===== src/rtl/alu_pkg.sv =====
// -----------------------------------------------------------------------------
// alu_pkg
//   Shared constants for the ALU issue stage:
//     - ALU operation-select codes driven onto the ALU's control input
//     - MIPS opcode and funct field values recognised by the decoder
//     - operand-B source selection enum
//     - default control-code width
// -----------------------------------------------------------------------------
package alu_pkg;

  localparam int ALU_CTRL_WIDTH = 4;

  // ALU operation-select codes. Values 10..15 are never produced.
  localparam logic [ALU_CTRL_WIDTH-1:0] ALU_ADD = 4'd0;
  localparam logic [ALU_CTRL_WIDTH-1:0] ALU_SUB = 4'd1;
  localparam logic [ALU_CTRL_WIDTH-1:0] ALU_AND = 4'd2;
  localparam logic [ALU_CTRL_WIDTH-1:0] ALU_OR  = 4'd3;
  localparam logic [ALU_CTRL_WIDTH-1:0] ALU_NOR = 4'd4;
  localparam logic [ALU_CTRL_WIDTH-1:0] ALU_XOR = 4'd5;
  localparam logic [ALU_CTRL_WIDTH-1:0] ALU_SLL = 4'd6;
  localparam logic [ALU_CTRL_WIDTH-1:0] ALU_SRL = 4'd7;
  localparam logic [ALU_CTRL_WIDTH-1:0] ALU_MUL = 4'd8;
  localparam logic [ALU_CTRL_WIDTH-1:0] ALU_SLT = 4'd9;

  // Opcodes (Instr[31:26])
  localparam logic [5:0] OP_RTYPE = 6'h00;
  localparam logic [5:0] OP_BEQ   = 6'h04;
  localparam logic [5:0] OP_BNE   = 6'h05;
  localparam logic [5:0] OP_ADDI  = 6'h08;
  localparam logic [5:0] OP_ADDIU = 6'h09;
  localparam logic [5:0] OP_SLTI  = 6'h0A;
  localparam logic [5:0] OP_ANDI  = 6'h0C;
  localparam logic [5:0] OP_ORI   = 6'h0D;
  localparam logic [5:0] OP_XORI  = 6'h0E;
  localparam logic [5:0] OP_SPEC2 = 6'h1C;
  localparam logic [5:0] OP_LB    = 6'h20;
  localparam logic [5:0] OP_LH    = 6'h21;
  localparam logic [5:0] OP_LW    = 6'h23;
  localparam logic [5:0] OP_SB    = 6'h28;
  localparam logic [5:0] OP_SH    = 6'h29;
  localparam logic [5:0] OP_SW    = 6'h2B;

  // R-type funct values (Instr[5:0]) under OP_RTYPE
  localparam logic [5:0] FN_SLL  = 6'h00;
  localparam logic [5:0] FN_SRL  = 6'h02;
  localparam logic [5:0] FN_ADD  = 6'h20;
  localparam logic [5:0] FN_ADDU = 6'h21;
  localparam logic [5:0] FN_SUB  = 6'h22;
  localparam logic [5:0] FN_AND  = 6'h24;
  localparam logic [5:0] FN_OR   = 6'h25;
  localparam logic [5:0] FN_XOR  = 6'h26;
  localparam logic [5:0] FN_NOR  = 6'h27;
  localparam logic [5:0] FN_SLT  = 6'h2A;

  // funct value under OP_SPEC2 selecting mul
  localparam logic [5:0] FN_MUL  = 6'h02;

  // Where operand B comes from. IMM_NONE forces B to zero (illegal decode).
  typedef enum logic [1:0] {
    IMM_REG  = 2'd0,
    IMM_SEXT = 2'd1,
    IMM_ZEXT = 2'd2,
    IMM_NONE = 2'd3
  } imm_sel_t;

endpackage : alu_pkg


===== src/rtl/alu_op_decode.sv =====
// -----------------------------------------------------------------------------
// alu_op_decode
//   Purely combinational MIPS instruction decoder for the ALU issue stage.
//   Ports:
//     opcode   in  6   Instr[31:26]
//     funct    in  6   Instr[5:0]
//     alu_ctrl out 4   ALU operation-select code (ALU_ADD when illegal)
//     imm_sel  out     operand-B source (register / sign-ext / zero-ext / none)
//     illegal  out 1   instruction not recognised
// -----------------------------------------------------------------------------
module alu_op_decode
  import alu_pkg::*;
(
  input  logic [5:0]                opcode,
  input  logic [5:0]                funct,
  output logic [ALU_CTRL_WIDTH-1:0] alu_ctrl,
  output imm_sel_t                  imm_sel,
  output logic                      illegal
);

  // R-type funct decode; kept separate so the opcode case stays readable.
  logic [ALU_CTRL_WIDTH-1:0] rtype_ctrl;
  logic                      rtype_ok;

  always_comb begin
    rtype_ctrl = ALU_ADD;
    rtype_ok   = 1'b1;
    case (funct)
      FN_ADD, FN_ADDU: rtype_ctrl = ALU_ADD;
      FN_SUB:          rtype_ctrl = ALU_SUB;
      FN_AND:          rtype_ctrl = ALU_AND;
      FN_OR:           rtype_ctrl = ALU_OR;
      FN_NOR:          rtype_ctrl = ALU_NOR;
      FN_XOR:          rtype_ctrl = ALU_XOR;
      FN_SLL:          rtype_ctrl = ALU_SLL;
      FN_SRL:          rtype_ctrl = ALU_SRL;
      FN_SLT:          rtype_ctrl = ALU_SLT;
      default:         rtype_ok   = 1'b0;
    endcase
  end

  always_comb begin
    alu_ctrl = ALU_ADD;
    imm_sel  = IMM_REG;
    illegal  = 1'b0;
    case (opcode)
      OP_RTYPE: begin
        alu_ctrl = rtype_ctrl;
        imm_sel  = IMM_REG;
        illegal  = ~rtype_ok;
      end
      OP_SPEC2: begin
        // Only mul is implemented in this opcode space.
        if (funct == FN_MUL) begin
          alu_ctrl = ALU_MUL;
          imm_sel  = IMM_REG;
        end else begin
          illegal  = 1'b1;
        end
      end
      // Address computation for loads/stores reuses the adder.
      OP_ADDI, OP_ADDIU,
      OP_LB, OP_LH, OP_LW,
      OP_SB, OP_SH, OP_SW: begin
        alu_ctrl = ALU_ADD;
        imm_sel  = IMM_SEXT;
      end
      OP_SLTI: begin
        alu_ctrl = ALU_SLT;
        imm_sel  = IMM_SEXT;
      end
      // Logical immediates are zero-extended, as in MIPS.
      OP_ANDI: begin
        alu_ctrl = ALU_AND;
        imm_sel  = IMM_ZEXT;
      end
      OP_ORI: begin
        alu_ctrl = ALU_OR;
        imm_sel  = IMM_ZEXT;
      end
      OP_XORI: begin
        alu_ctrl = ALU_XOR;
        imm_sel  = IMM_ZEXT;
      end
      // Branch compare: subtract rs - rt, zero flag decides.
      OP_BEQ, OP_BNE: begin
        alu_ctrl = ALU_SUB;
        imm_sel  = IMM_REG;
      end
      default: begin
        illegal  = 1'b1;
      end
    endcase

    // Undecodable instructions present a harmless add of A + 0.
    if (illegal) begin
      alu_ctrl = ALU_ADD;
      imm_sel  = IMM_NONE;
    end
  end

endmodule : alu_op_decode


===== src/rtl/alu_issue_stage.sv =====
// -----------------------------------------------------------------------------
// alu_issue_stage
//   Registered ID/EX boundary in front of the 32-bit ALU. Decodes each MIPS
//   instruction and holds the ALU's control code and operands behind a
//   valid/ready handshake on both sides.
//   Ports:
//     Clk           in   1           clock, rising edge
//     Reset         in   1           synchronous active-high reset
//     Flush         in   1           drop held entry, block load this cycle
//     InValid       in   1           upstream has an instruction
//     InReady       out  1           stage can accept this cycle
//     Instr         in   32          instruction word
//     RsData        in   DATA_WIDTH  rs register value
//     RtData        in   DATA_WIDTH  rt register value
//     OutValid      out  1           ALU inputs valid
//     OutReady      in   1           downstream consumes this cycle
//     ALUControl    out  CTRL_WIDTH  operation-select code
//     A             out  DATA_WIDTH  operand A (rs)
//     B             out  DATA_WIDTH  operand B (rt or extended immediate)
//     Shamt         out  5           Instr[10:6]
//     IllegalOp     out  1           held entry was undecodable
//     IllegalCount  out  CNT_WIDTH   saturating count of accepted illegal ops
// -----------------------------------------------------------------------------
module alu_issue_stage
  import alu_pkg::*;
#(
  parameter int DATA_WIDTH = 32,
  parameter int CTRL_WIDTH = ALU_CTRL_WIDTH,
  parameter int CNT_WIDTH  = 8
) (
  input  logic                  Clk,
  input  logic                  Reset,
  input  logic                  Flush,
  input  logic                  InValid,
  output logic                  InReady,
  input  logic [31:0]           Instr,
  input  logic [DATA_WIDTH-1:0] RsData,
  input  logic [DATA_WIDTH-1:0] RtData,
  output logic                  OutValid,
  input  logic                  OutReady,
  output logic [CTRL_WIDTH-1:0] ALUControl,
  output logic [DATA_WIDTH-1:0] A,
  output logic [DATA_WIDTH-1:0] B,
  output logic [4:0]            Shamt,
  output logic                  IllegalOp,
  output logic [CNT_WIDTH-1:0]  IllegalCount
);

  // ---------------------------------------------------------------------------
  // Decode
  // ---------------------------------------------------------------------------
  logic [ALU_CTRL_WIDTH-1:0] dec_ctrl;
  imm_sel_t                  dec_imm_sel;
  logic                      dec_illegal;

  alu_op_decode u_decode (
    .opcode   (Instr[31:26]),
    .funct    (Instr[5:0]),
    .alu_ctrl (dec_ctrl),
    .imm_sel  (dec_imm_sel),
    .illegal  (dec_illegal)
  );

  // Register-specifier fields are resolved by the register file upstream.
  logic unused_instr_bits;
  assign unused_instr_bits = ^Instr[25:16];

  // ---------------------------------------------------------------------------
  // Immediate extension
  // ---------------------------------------------------------------------------
  logic [DATA_WIDTH-1:0] sext_imm;
  logic [DATA_WIDTH-1:0] zext_imm;

  assign sext_imm[15:0] = Instr[15:0];
  assign zext_imm[15:0] = Instr[15:0];

  genvar gi;
  generate
    for (gi = 16; gi < DATA_WIDTH; gi++) begin : g_ext
      assign sext_imm[gi] = Instr[15];
      assign zext_imm[gi] = 1'b0;
    end
  endgenerate

  logic [DATA_WIDTH-1:0] b_next;

  always_comb begin
    b_next = '0;
    case (dec_imm_sel)
      IMM_REG:  b_next = RtData;
      IMM_SEXT: b_next = sext_imm;
      IMM_ZEXT: b_next = zext_imm;
      default:  b_next = '0;
    endcase
  end

  // ---------------------------------------------------------------------------
  // Handshake
  // ---------------------------------------------------------------------------
  logic                  out_valid_reg;
  logic [CTRL_WIDTH-1:0] ctrl_reg;
  logic [DATA_WIDTH-1:0] a_reg;
  logic [DATA_WIDTH-1:0] b_reg;
  logic [4:0]            shamt_reg;
  logic                  illegal_reg;
  logic [CNT_WIDTH-1:0]  count_reg;
  logic                  load;

  // Ready does not look at Flush so upstream timing never depends on it;
  // Flush instead masks the load itself.
  assign InReady = ~out_valid_reg | OutReady;
  assign load    = InValid & InReady & ~Flush;

  // ---------------------------------------------------------------------------
  // Pipeline register
  // ---------------------------------------------------------------------------
  always_ff @(posedge Clk) begin
    if (Reset) begin
      out_valid_reg <= 1'b0;
      ctrl_reg      <= '0;
      a_reg         <= '0;
      b_reg         <= '0;
      shamt_reg     <= '0;
      illegal_reg   <= 1'b0;
      count_reg     <= '0;
    end else begin
      if (Flush) begin
        out_valid_reg <= 1'b0;
      end else if (load) begin
        out_valid_reg <= 1'b1;
      end else if (OutReady) begin
        out_valid_reg <= 1'b0;
      end

      // Data fields only move on a load, so a stalled entry is frozen and
      // a drained entry leaves stale (but harmless) values behind.
      if (load) begin
        ctrl_reg    <= CTRL_WIDTH'(dec_ctrl);
        a_reg       <= RsData;
        b_reg       <= b_next;
        shamt_reg   <= Instr[10:6];
        illegal_reg <= dec_illegal;
        if (dec_illegal && (count_reg != '1)) begin
          count_reg <= count_reg + CNT_WIDTH'(1);
        end
      end
    end
  end

  assign OutValid     = out_valid_reg;
  assign ALUControl   = ctrl_reg;
  assign A            = a_reg;
  assign B            = b_reg;
  assign Shamt        = shamt_reg;
  assign IllegalOp    = illegal_reg;
  assign IllegalCount = count_reg;

endmodule : alu_issue_stage


===== config.mk =====
export PLATFORM = sky130hd
export DESIGN_NAME = alu_issue_stage
export DESIGN_NICKNAME = d
export VERILOG_FILES = /design/src/rtl/alu_pkg.sv /design/src/rtl/alu_op_decode.sv /design/src/rtl/alu_issue_stage.sv
export SDC_FILE = /design/constraint.sdc
export NUM_CORES = 1
export LEC_CHECK = 0
export ABC_AREA = 1
export BUFFER_PORTS_ARGS = -buffer_cell sky130_fd_sc_hd__buf_2
export CAP_MARGIN = 5
export CORE_ASPECT_RATIO = 1.75
export CORE_MARGIN = 10
export CORE_UTILIZATION = 50
export CTS_BUF_LIST = sky130_fd_sc_hd__clkbuf_16
export CTS_CLUSTER_SIZE = 24
export DETAILED_ROUTE_END_ITERATION = 8
export GPL_ROUTABILITY_DRIVEN = 0
export GPL_TIMING_DRIVEN = 0
export PLACE_DENSITY = 0.93
export SYNTH_ARGS = -nofsm -noshare
export SYNTH_HDL_FRONTEND = slang
export SYNTH_SLANG_ARGS = --single-unit

===== constraint.sdc =====
create_clock -name Clk -period 3.2 [get_ports Clk]
set_input_delay 0 -clock Clk [delete_from_list [all_inputs] [get_ports Clk]]
set_output_delay 0 -clock Clk [all_outputs]
set_load 0.01 [all_outputs]

-- After elaboration in Yosys (flattened, before gate mapping)
Index checks and enable logic that the tools add are counted.
- $add $sub $neg: 1
- equality and inequality tests: 27
- multiplexer cells: 12
- bitwise operators: 6
- reduce and logical (&&, ||, !) cells: 12
- operators by type and width (cell ; number):
    case mux 32 bit (3 select lines) ; 1
    == test 6 bit (second input constant) ; 14
    == test 6 x 4 -> 1 bit (second input constant) ; 6
    case mux 4 bit (8 select lines) ; 1
    case mux 4 bit (7 select lines) ; 1
    OR reduction 14 bit ; 1
    == test 6 x 3 -> 1 bit (second input constant) ; 2
    logical NOT 6 bit ; 2
    OR reduction 10 bit ; 1
    OR reduction 9 bit ; 1
    adder 8 x 1 -> 8 bit (second input constant) ; 1
    2-to-1 mux 4 bit ; 2
    inequality test 8 bit (second input constant) ; 1
    == test 6 x 2 -> 1 bit (second input constant) ; 1
    == test 6 x 5 -> 1 bit (second input constant) ; 1
    2-to-1 mux 1 bit ; 4
    case mux 2 bit (2 select lines) ; 1
    OR reduction 2 bit ; 2
    NOT 1 bit ; 3
    case mux 1 bit (3 select lines) ; 1
    OR reduction 3 bit ; 1
    AND 1 bit ; 2
    == test 2 x 1 -> 1 bit (second input constant) ; 1
    == test 2 bit (second input constant) ; 1
    6 further kinds ; 6
- register bits: 83
- bits of input ports: 101
- word-level logic and storage cells: 65

-- Logic depth before layout (Yosys ltp)
- depth in word-level cells: 8
- depth in mapped cells: 13
- gate-level depth less buffers: 12

-- Modules after synthesis
A second synthesis with hierarchy kept.
- cell total of the unflattened synthesis: 524
- area, all modules: 3706.1 sq um
- by module, submodules not included (module ; instances ; cells each ; area each (sq um) ; sequential area each (sq um)):
    alu_issue_stage ; 1 ; 441 ; 3285.7 ; 1661.6
    alu_op_decode ; 1 ; 83 ; 420.4 ; 0.0

-- Worst setup path after synthesis
No wires, ideal clock.
- path kind: register -> register
- start point: reg out_valid_reg, in the netlist OutValid
- end point: reg b_reg[0], in the netlist B[0]
- setup time: 70 ps
- arrival time: 1568 ps
- required time: 3130 ps
- setup slack: 1561 ps
- stages on the path, launching flop included: 9
- buffers on the path: 1
- clock period less this slack: 1639 ps
- cell sequence: dfxtp_1 > inv_1 > nor2_1 > nor3_2 > inv_2 > nor3_4 > buf_2 > nand3_1 > a21oi_1
- word-level cells in the longest chain between the ends: 4
- RTL lines (element ; line ; text):
    from (decl) ; alu_issue_stage.sv:100 ; logic out_valid_reg;
    from (signal assigned) ; alu_issue_stage.sv:119 ; out_valid_reg <= 1'b0;
    from (signal assigned) ; alu_issue_stage.sv:128 ; out_valid_reg <= 1'b0;
    from (signal assigned) ; alu_issue_stage.sv:130 ; out_valid_reg <= 1'b1;
    NOT 1 bit ; alu_issue_stage.sv:111 ; assign InReady = ~out_valid_reg | OutReady;
    OR 1 bit ; alu_issue_stage.sv:111 ;
    AND 1 bit (2 in a row) ; alu_issue_stage.sv:112 ; assign load = InValid & InReady & ~Flush;
    to (signal assigned) ; alu_issue_stage.sv:140 ; b_reg <= b_next;
    to (decl) ; alu_issue_stage.sv:103 ; logic [DATA_WIDTH-1:0] b_reg;
Every way passes these cells.
A chain may end at the register's enable or synchronous reset.

-- Worst setup path after layout
- start point: reg out_valid_reg, in the netlist OutValid
- end point: reg b_reg[15], in the netlist B[15]
Same word-level chain as after synthesis.

==> out/summary.md <==
## Floorplan
* initial cell density of the core: 51.5%
* area of the core: 7570 um2
* cell row count: 42
* Die X: 86.7 um
* number of primary I/O pins: 185
* area enclosed by the die boundary: 11900 um2
* Die H: 137 um

## Cells and area
* fill cell instance count of the final layout: 552
* nets@finish: 885
* Area Overhead vs Synth: 43.4%
* Final Cell Area: 5590 um2
* fraction of layout instances using a drive strength above 1: 27.7%

## CTS
* clock tree from TritonCTS: built
* latest clock arrival within the worst-skew pair: 0.34 ns
* clk slew on worst S/H paths: 0.07 ns
* clock sink count: 83
* number of levels the H-tree was split into: 3
* CTS buffer count: 9
* root buffer selected by CTS: clkbuf_16
* Max Buffers Root-to-Sink: 2
* CTS resizes: 0

## Power
* worst supply voltage drop on vdd: 0.000443 V
* cell leakage power: 2.81 nW
* power density normalized to cell area: 473 nW/um2

## Synthesis
* part of the Yosys area used for sequential elements: 42.6%
* dominant synthesized flop cell: dfxtp_1
* fraction of post-synthesis cell area in the top cell type by area: 42.6%
* leading post-synthesis cells by instance count: nand2_1 (114), nor2_1 (86), dfxtp_1 (83)
* synth warn: 0
* Post-synth ARST share: 0%
* total nets after synthesis: 662
* cells after synthesis: 560
* Area contributors post-synth: dfxtp_1 (43%), nand2_1 (11%), nor2_1 (8.3%)
* mean cell area of the mapped netlist: 6.96 um2
* Yosys top cell by area: dfxtp_1
* area of the mapped netlist: 3900 um2
* number of storage elements in the synthesis netlist: 83
* dominant cell by count in the synthesized netlist: nand2_1
* Post-synth EDFFs: 0
* post-synthesis cell type count: 32

## Placement
* placed inst area: 4870 um2
* total of buffers placed on input and output ports: 173
* HPWL after DPL: 10800 um
* worst slack at placement: 1.09 ns

## Critical path
* maximum cell stage delay along the critical path: 0.50 ns
* worst-path cell with the longest stage delay: nor3_2
* Critical Path, Cell by Cell: inv_1 -> nor2_1 -> nor3_2 -> inv_2 -> nor3_4 -> buf_2 -> nand3_1 -> a21oi_1
* crit path launch type: register
* critical path endpoint category: register
* required time of the critical path: 3.46 ns
* Arr. time, crit path: 2.47 ns
* type of the worst setup path: reg -> reg
* maximum fanout encountered on the critical timing path: 10

## Outcome
* outcome: finished, final reports clean

## Timing
* Max-slew headroom: 56.0%
* Pins Over Slew Limit: 0
* final critical-path setup slack: 0.993 ns
* unrepaired setup endpoints after global routing: false
* pin slew with the least headroom to its limit: 0.656 ns
* post-route fraction of the period consumed by the critical path: 69.0%
* minimum period implied by the final worst setup slack: 2.21 ns
* summed negative setup slack over all endpoints: 0 ns
* final setup violation count: 0
* maximum clock frequency: 0.453 GHz
* final hold violations: 0
* clk_skew: 0.0105 ns

## Drt
* final routed wire length divided by cell count: 18.0 um
* DRC violations left: 0
* final wirelength: 15800 um
* via count of the routed design: 4834
* vias per cell: 5.51
* remaining antenna violation count: 0
* TritonRoute pass-1 iters: 5
* First DRT Iteration DRCs: 386

## Flow run
* number of violations of the max-capacitance limit: 0

## Global route
* first-pass GRT wire length: 24800 um
* maximum number of pins on one net before global-route repair: 15
* vias in the first global route: 5077
* total track usage: 25.9%
* overflow left after global routing: 0
* number of antenna violations at the first check in global routing: 1

## Hold path
* worst min path class: in -> reg

-- critical path, delay by kind of cell, from the launching register on --
family,cells,cell delay (ns)
AOI/OAI and AO/OA,1,0.15
DFF,1,0.31
and+or+nand+nor,4,1.08
buffers and inverters,3,0.59
-- placed cells by master (no fill, tap or decap), drive strengths merged --
cell type / Yosys / final
xnor2: 2 / 2
and2: 1 / 1
nand4: 35 / 35
nor3: 4 / 4
bufinv: 0 / 2
dfxtp: 83 / 83
a31oi: 2 / 2
o22ai: 1 / 1
ha: 1 / 1
nor2: 95 / 95
o31ai: 1 / 1
a211oi: 1 / 1
diode: 0 / 2
nand2: 117 / 117
a21oi: 50 / 50
dlygate4sd3: 0 / 39
xor2: 4 / 4
clkbuf: 26 / 35
o21ai: 42 / 42
clkinv: 0 / 5
inv: 46 / 46
buf: 9 / 182
nand3: 40 / 40
-- logic make-up (layout without fill, tap and decap cells) --
family | count (synthesis) | in the layout | share of synthesized area (%)
compound gates | 97 | 97 | 12.7
flops | 83 | 83 | 42.6
fa+ha+maj | 1 | 1 | 0.321
other cells | 0 | 2 | 0
simple gates | 292 | 292 | 34.7
xor+xnor | 6 | 6 | 1.35
buf+inv | 81 | 309 | 8.25
-- worst paths after layout --
path	slack (ns)	from	endpoint	cells past startpoint
max	0.99	OutValid	B[15]	8
max reg2reg	0.99	OutValid	B[15]	8
min	0.008	Instr[13]	B[13]	5
min reg2reg	0.46	B[8]	B[8]	2
-- metrics by stage --
step / instances / hold WS [ns] / power [mW] / util, %
after floorplan: 560 / 0.0785 / 1.34 / -
after global placement: 821 / 0.193 / 1.49 / 64.4
after detailed placement: 821 / 0.202 / 1.51 / 64.4
after CTS: 876 / 0.00156 / 2.62 / 73.7
after global routing: 877 / 0.0171 / 2.72 / 73.8
final: 878 / 0.00836 / 2.64 / 73.8
-- layer usage --
| metal | vias to the layer above | GRT usage (%) | share of wire (%) |
|---|---|---|---|
| li1 | 2285 | - | - |
| met1 | 2200 | 22.9 | 32 |
| met2 | 258 | 46.8 | 52 |
| met3 | 91 | 10.6 | 9.6 |
| met4 | 0 | 15.8 | 6.1 |
| met5 | - | 0 | 0 |
-- sequential cells by signal (all words and copies together), names as in the netlist --
name          flops
ALUControl        4
IllegalCount      8
A                32
IllegalOp         1
Shamt             5
B                32
OutValid          1
-- cell type report --
cell class | instances | area (um2) | area share (%)
plain buffers | 35 | 149 | 2.67
clock buffers | 9 | 225 | 4.03
inverters | 46 | 173 | 3.09
diodes | 2 | 5.00 | 0.0896
flip-flops and latches | 83 | 1660 | 29.7
repair buffers | 212 | 1260 | 22.5
well taps | 88 | 110 | 1.97
clock inverters | 7 | 92.6 | 1.66
multi-input cells | 396 | 1910 | 34.3
-- power by group --
part           total (mW)  internal, mW  switching, mW  leakage, nW
Sequential           1.11          1.08         0.0266        0.677
Combinational       0.439         0.175          0.263         1.98
Clock                1.10         0.681          0.416        0.159
Total                2.64          1.94          0.706         2.81
-- repair_timing --
action / 4_1_cts / 5_1_grt
endpoints found under the setup margin: 0 / 0
hold endpoints to repair: 38 / 0
hold buffers: 39 / 0
setup buffers: 0 / 0
Note: power is estimated with default switching activity, not from simulation.
